**config.mk**
```make
export PLATFORM = sky130hd
export DESIGN_NAME = klp32_lsu_ctrl
export DESIGN_NICKNAME = d
export VERILOG_FILES = /design/src/rtl/klp32_lsu_ctrl.sv
export SDC_FILE = /design/constraint.sdc
export NUM_CORES = 1
export LEC_CHECK = 0
export ABC_AREA = 1
export CORE_MARGIN = 5
export CORE_UTILIZATION = 45
export CTS_CLUSTER_SIZE = 10
export DETAILED_ROUTE_END_ITERATION = 12
export GPL_ROUTABILITY_DRIVEN = 0
export PLACE_DENSITY_LB_ADDON = 0.3
export SYNTH_ARGS = -nofsm -noshare
export SYNTH_HDL_FRONTEND = slang
export SYNTH_SLANG_ARGS = --single-unit
```
**constraint.sdc**
```tcl
create_clock -name clk -period 4.4 [get_ports clk]
set_input_delay 0.88 -clock clk [delete_from_list [all_inputs] [get_ports clk]]
set_output_delay 0.88 -clock clk [all_outputs]
set_load 0.005 [all_outputs]
```
**src/rtl/klp32_lsu_ctrl.sv**
```systemverilog
// Load/store sequencer between the KLP32V1 execute stage and a word-wide single-port RAM.
// Sub-word stores use read-modify-write; misaligned or illegal requests complete with an error and never reach the RAM.
module klp32_lsu_ctrl #(
    parameter int ADDR_W = 10
) (
    input  logic              clk,
    input  logic              reset,
    input  logic              i_req,
    input  logic              i_we,
    input  logic [2:0]        i_funct3,
    input  logic [31:0]       i_addr,
    input  logic [31:0]       i_wdata,
    output logic              o_stall,
    output logic              o_done,
    output logic              o_err,
    output logic [31:0]       o_rdata,
    output logic              o_mem_en,
    output logic              o_mem_we,
    output logic [ADDR_W-1:0] o_mem_addr,
    output logic [31:0]       o_mem_wdata,
    input  logic [31:0]       i_mem_rdata
);

    localparam logic [2:0] ST_IDLE  = 3'd0;
    localparam logic [2:0] ST_RD    = 3'd1;
    localparam logic [2:0] ST_LDCAP = 3'd2;
    localparam logic [2:0] ST_MERGE = 3'd3;
    localparam logic [2:0] ST_WR    = 3'd4;
    localparam logic [2:0] ST_DONE  = 3'd5;

    logic [2:0]        state_r;
    logic [ADDR_W+1:0] addr_r;
    logic [2:0]        funct3_r;
    logic              we_r;
    logic [31:0]       wdata_r;
    logic              err_r;
    logic [31:0]       merge_r;
    logic [31:0]       rdata_r;
    logic              bad_s;

    function automatic logic access_bad(input logic we, input logic [2:0] f3, input logic [1:0] off);
        logic legal;
        logic mis;
        case (f3)
            3'b000, 3'b001, 3'b010: legal = 1'b1;
            3'b100, 3'b101:         legal = ~we;
            default:                legal = 1'b0;
        endcase
        case (f3[1:0])
            2'b01:   mis = off[0];
            2'b10:   mis = (off != 2'b00);
            default: mis = 1'b0;
        endcase
        return ~legal | mis;
    endfunction

    function automatic logic [31:0] lane_extend(input logic [31:0] word, input logic [2:0] f3, input logic [1:0] off);
        logic [7:0]  b;
        logic [15:0] h;
        logic [31:0] r;
        case (off)
            2'd0:    b = word[7:0];
            2'd1:    b = word[15:8];
            2'd2:    b = word[23:16];
            2'd3:    b = word[31:24];
            default: b = 8'h00;
        endcase
        if (off[1]) begin
            h = word[31:16];
        end else begin
            h = word[15:0];
        end
        case (f3)
            3'b000:  r = {{24{b[7]}}, b};
            3'b001:  r = {{16{h[15]}}, h};
            3'b100:  r = {24'h000000, b};
            3'b101:  r = {16'h0000, h};
            default: r = word;
        endcase
        return r;
    endfunction

    function automatic logic [31:0] lane_merge(input logic [31:0] word, input logic [31:0] wd,
                                               input logic [2:0] f3, input logic [1:0] off);
        logic [31:0] r;
        r = word;
        case (f3[1:0])
            2'b00: begin
                case (off)
                    2'd0:    r[7:0]   = wd[7:0];
                    2'd1:    r[15:8]  = wd[7:0];
                    2'd2:    r[23:16] = wd[7:0];
                    2'd3:    r[31:24] = wd[7:0];
                    default: r = word;
                endcase
            end
            2'b01: begin
                if (off[1]) begin
                    r[31:16] = wd[15:0];
                end else begin
                    r[15:0] = wd[15:0];
                end
            end
            default: r = wd;
        endcase
        return r;
    endfunction

    assign bad_s   = access_bad(i_we, i_funct3, i_addr[1:0]);
    assign o_done  = (state_r == ST_DONE);
    assign o_err   = o_done & err_r;
    assign o_rdata = rdata_r;
    assign o_stall = i_req & ~o_done;

    // Sequencer state, request capture and load/merge data registers.
    always_ff @(posedge clk) begin
        if (!reset) begin
            state_r  <= ST_IDLE;
            addr_r   <= '0;
            funct3_r <= 3'b000;
            we_r     <= 1'b0;
            wdata_r  <= 32'h00000000;
            err_r    <= 1'b0;
            merge_r  <= 32'h00000000;
            rdata_r  <= 32'h00000000;
        end else begin
            case (state_r)
                ST_IDLE: begin
                    if (i_req) begin
                        addr_r   <= i_addr[ADDR_W+1:0];
                        funct3_r <= i_funct3;
                        we_r     <= i_we;
                        wdata_r  <= i_wdata;
                        err_r    <= bad_s;
                        if (i_we) begin
                            rdata_r <= 32'h00000000;
                        end else begin
                            rdata_r <= rdata_r;
                        end
                        if (bad_s) begin
                            state_r <= ST_DONE;
                        end else if (i_we && (i_funct3 == 3'b010)) begin
                            state_r <= ST_WR;
                        end else begin
                            state_r <= ST_RD;
                        end
                    end else begin
                        state_r <= ST_IDLE;
                    end
                end
                ST_RD:    state_r <= we_r ? ST_MERGE : ST_LDCAP;
                ST_LDCAP: begin
                    rdata_r <= lane_extend(i_mem_rdata, funct3_r, addr_r[1:0]);
                    state_r <= ST_DONE;
                end
                ST_MERGE: begin
                    merge_r <= lane_merge(i_mem_rdata, wdata_r, funct3_r, addr_r[1:0]);
                    state_r <= ST_WR;
                end
                ST_WR:    state_r <= ST_DONE;
                ST_DONE:  state_r <= ST_IDLE;
                default:  state_r <= ST_IDLE;
            endcase
        end
    end

    // RAM port decode; enables are gated by reset so an aborted access never lands.
    always_comb begin
        o_mem_en    = 1'b0;
        o_mem_we    = 1'b0;
        o_mem_addr  = addr_r[ADDR_W+1:2];
        o_mem_wdata = merge_r;
        if (state_r == ST_RD) begin
            o_mem_en = reset;
        end else if (state_r == ST_WR) begin
            o_mem_en = reset;
            o_mem_we = reset;
        end else begin
            o_mem_en = 1'b0;
            o_mem_we = 1'b0;
        end
        if (funct3_r[1:0] == 2'b10) begin
            o_mem_wdata = wdata_r;
        end else begin
            o_mem_wdata = merge_r;
        end
    end

endmodule

```
# Yosys cells after proc, flatten, opt, wreduce, memory -nomap -nowiden
# Cells that the tools add are included.
# totals
input_bits	103
regBits	116
word_cells	72
output_inout_bits	79
# classes
reduce_logical	13
n_eq_ne	21
n_bitwise	6
muxes	24
# ops
operator	n
$pmux W32 S2	2
$pmux W32 S4	1
$mux W32	3
$mux W16	3
$mux W8	4
$pmux W8 S4	1
$eq A3 B3 Y1 const B	6
$pmux W3 S4	1
$eq A3 B1 Y1 const B	3
$eq A3 B2 Y1 const B	3
$logic_not A3 Y1	3
$mux W3	3
$eq A2 B2 Y1 const B	4
$eq A2 B1 Y1 const B	3
$logic_not A2 Y1	2
$mux W1	4
$ne A2 B2 Y1 const B	2
$pmux W1 S2	2
$reduce_bool A2 Y1	2
$reduce_or A2 Y1	2
$not A1 Y1	3
$reduce_and A3 Y1	1
$reduce_or A3 Y1	1
$and A1 B1 Y1	2
other kinds (3)	3

# Depth between registers and ports, before layout
# logic_depth
ltp_word	8
ltp_mapped	10
ltp_nobuf	9

# Worst setup path before layout
# No wires, ideal clock.
# synth_timing
kind	input -> output
from	input reset
to	output o_mem_en
required_time_ns	3.520
cell_stages	3
arrival_ns	1.339
n_path_buf	1
setup_slack_ns	2.181
path_cell_list	clkinv_1 > clkbuf_1 > a21oi_1
# synth_between
elab_chain_len	2
# synth_lines
item	line_no	source
from (decl)	7	input logic reset,
$mux W1	175	end else if (state_r == ST_WR) begin
$mux W1 *	173	if (state_r == ST_RD) begin
to (decl)	17	output logic o_mem_en,
# Every way passes the cells marked *; elsewhere a longest branch is shown, timed or not.

# Final worst setup path
# layout_timing
from	register funct3_r[1]
to	output o_mem_wdata[15]
# layout_between
elab_chain_len	2
# layout_lines
item	line_no	source
from (decl)	33	logic [2:0] funct3_r;
from (signal assigned)	131	funct3_r <= i_funct3;
$eq A2 B2 Y1	182	if (funct3_r[1:0] == 2'b10) begin
$mux W32	182	
to (decl)	20	output logic [31:0] o_mem_wdata,
# Every way passes these cells.

==> metrics.cfg <==
[run_status]
outcome=complete, no violations

[place]
portBuffers=161
hpwl_um=14100

[logic_synthesis]
synth_cells=887
muxShareOfSynthArea_pct=0
synth_top_family_by_area=compound AO/OA/AOI/OAI gates
synth_area_um2=5930
synth_compound_area_share_pct=27.9
yosys.area_share.simple_pct=19.8
synthAdderAreaFrac_pct=0.633
ys_seq_elements=116
syn_nets=993
synth.avg_cell_area_um2=6.68
yosysUniqueCellTypes=36
yosysSeqAreaShare_pct=39.2
ys_warn_count=0
synthXorXnorAreaFrac_pct=0

[worst_setup_path]
worstSetupPathType=register to output pin
rrSetupSlack_ps=1770
cp.required_ps=3520
cp_data_arrival_time_ps=2350
cp_max_fo=24
end_kind=output pin
critPathLaunchType=register

[timing]
period_minus_slack_ps=3230
worst_pin_slew_ps=1060
slew_viol_final=0
finalCritPeriodShare_pct=73.3
tns_ps=0
skew_ps=7.67
rsz0062_at_grt=no
setup_violations=0
max_slew_margin_pct=29.5
fmax_mhz=310
timing_hold_violations_final=0

[detailed_routing]
wl_per_cell_um=16.5
drc=0
drtIter0Drc=675
vias_per_cell=5.36
drt_pass1_iterations=6
finalWirelength_um=19800
postRouteAntennaNets=0
detailroute.via_count=6414

[finish]
seq_area_um2=2320
final_cell_mix=nand2_1, clkdlybuf4s50_1, a21oi_1, o21ai_0, dfxtp_1
fin_nets=1117
multi_input_area_um2=2870
drive_above_1_share_pct=6.07
utilization_pct=61.0
area_growth_pct=34.7
diodes=0
fillCellCount=1228
final_common_cell=nand2_1

[clock_network]
cts.sinks=116
clk_latency_ps=410
cts_resized=0
h-tree-depth=4
path_clk_slew_ps=50
cts_setup_buffers=0
numCtsBuffers=17
cts_max_path_buffers=2
cts_hold_buf=0
cts_tree=built
root_buffer=clkbuf_16

[grt]
grt-ovfl-total=0
grt_use_total_pct=24.6
grt_pass1_wl_um=30700
grt_start_max_net_pins=69
grt_pass1_vias=5927
antenna_found_initial=0

[floorplan]
initial_utilization_pct=45.3
die_h_um=125
rows=42
die-area_um2=15600
io_pins=182
core_area_um2=13100
die_width_um=125

[run]
drv_cap=0

[power_and_ir_drop]
total_power_mw=3.61
max-vdd-ir-drop_mv=0.392
p_leak_nw=3.27
powerDensity_nw_per_um2=453

[worst_hold_path]
hold_path.class=register to register

## path summary, 6_finish.rpt
path,start,to,cells after the start
max,funct3_r[1],o_mem_wdata[15],6
min,o_rdata[8],o_rdata[8],2
max reg2reg,state_r[1],merge_r[11],5
min reg2reg,o_rdata[8],o_rdata[8],2
## layout make-up
class / instances / share of cell area (%)
tap: 176 / 2.76
sequential: 116 / 29.1
multi-input combinational: 604 / 35.9
clock inverter: 6 / 0.376
inverter: 104 / 4.95
clock buffer: 23 / 6.11
timing repair buffer: 168 / 20.8
## cells by family (layout without fill, tap and decap cells)
group / Yosys count / after routing
fa+ha+maj: 3 / 3
flops: 116 / 116
simple gates: 288 / 288
compound gates: 313 / 313
buf+inv: 167 / 301
## metal layers
layer  up-vias  track usage, %  wire (um)
met5         -               0          0
met4         0            8.64        614
met3        51            7.72       2150
met2       322            38.5       8600
met1      2894            32.1       8410
li1       3147               -          -
## sequential cells by signal, summed over array words and instances (netlist names)
name      cells
state_r       3
merge_r      32
funct3_r      3
we_r          1
err_r         1
wdata_r      32
o_rdata      32
addr_r       12
## critical path, stage by stage, from the launching register on
cell,delay (ps)
dfxtp_1,330
inv_4,190
nor2_2,60
inv_1,510
nand2_1,90
o21ai_0,180
clkdlybuf4s50_1,570
## where the power goes
group	switching, mW	internal [mW]	leakage (nW)
Sequential	0.106	1.19	0.947
Clock	0.455	0.761	0.264
Combinational	0.696	0.407	2.06
Total	1.26	2.36	3.27
## metrics by stage
| step | worst slack, ps | cell area, um2 | hold slack [ps] | cells |
|---|---|---|---|---|
| after detailed placement | 1570 | 7460 | 455 | 1168 |
| after global placement | 1580 | 7460 | 452 | 1168 |
| after CTS | 1190 | 7980 | 462 | 1197 |
| final | 1170 | 7980 | 461 | 1197 |
| after global routing | 1020 | 7980 | 478 | 1197 |
| after floorplan | 2180 | 5930 | 439 | 887 |
## cell usage after synthesis, drive strengths merged
cell type | n | area (um2)
nand2 | 172 | 666
a21oi | 141 | 713
o21ai | 140 | 701
dfxtp | 116 | 2320
inv | 103 | 392
nor2 | 98 | 385
clkbuf | 35 | 133
buf | 28 | 210
nand3 | 13 | 80.1
o22ai | 8 | 50.1
o211ai | 7 | 52.6
o221ai | 4 | 35.0
ha | 3 | 37.5
o2111ai | 3 | 26.3
o31ai | 3 | 22.5
a211oi | 2 | 15.0
a31oi | 2 | 12.5
a41oi | 2 | 17.5
nor3 | 2 | 10.0
or2 | 2 | 12.5
a22oi | 1 | 7.51
clkinv | 1 | 3.75
nand4 | 1 | 21.3
Power figures use the tool's default switching activity.
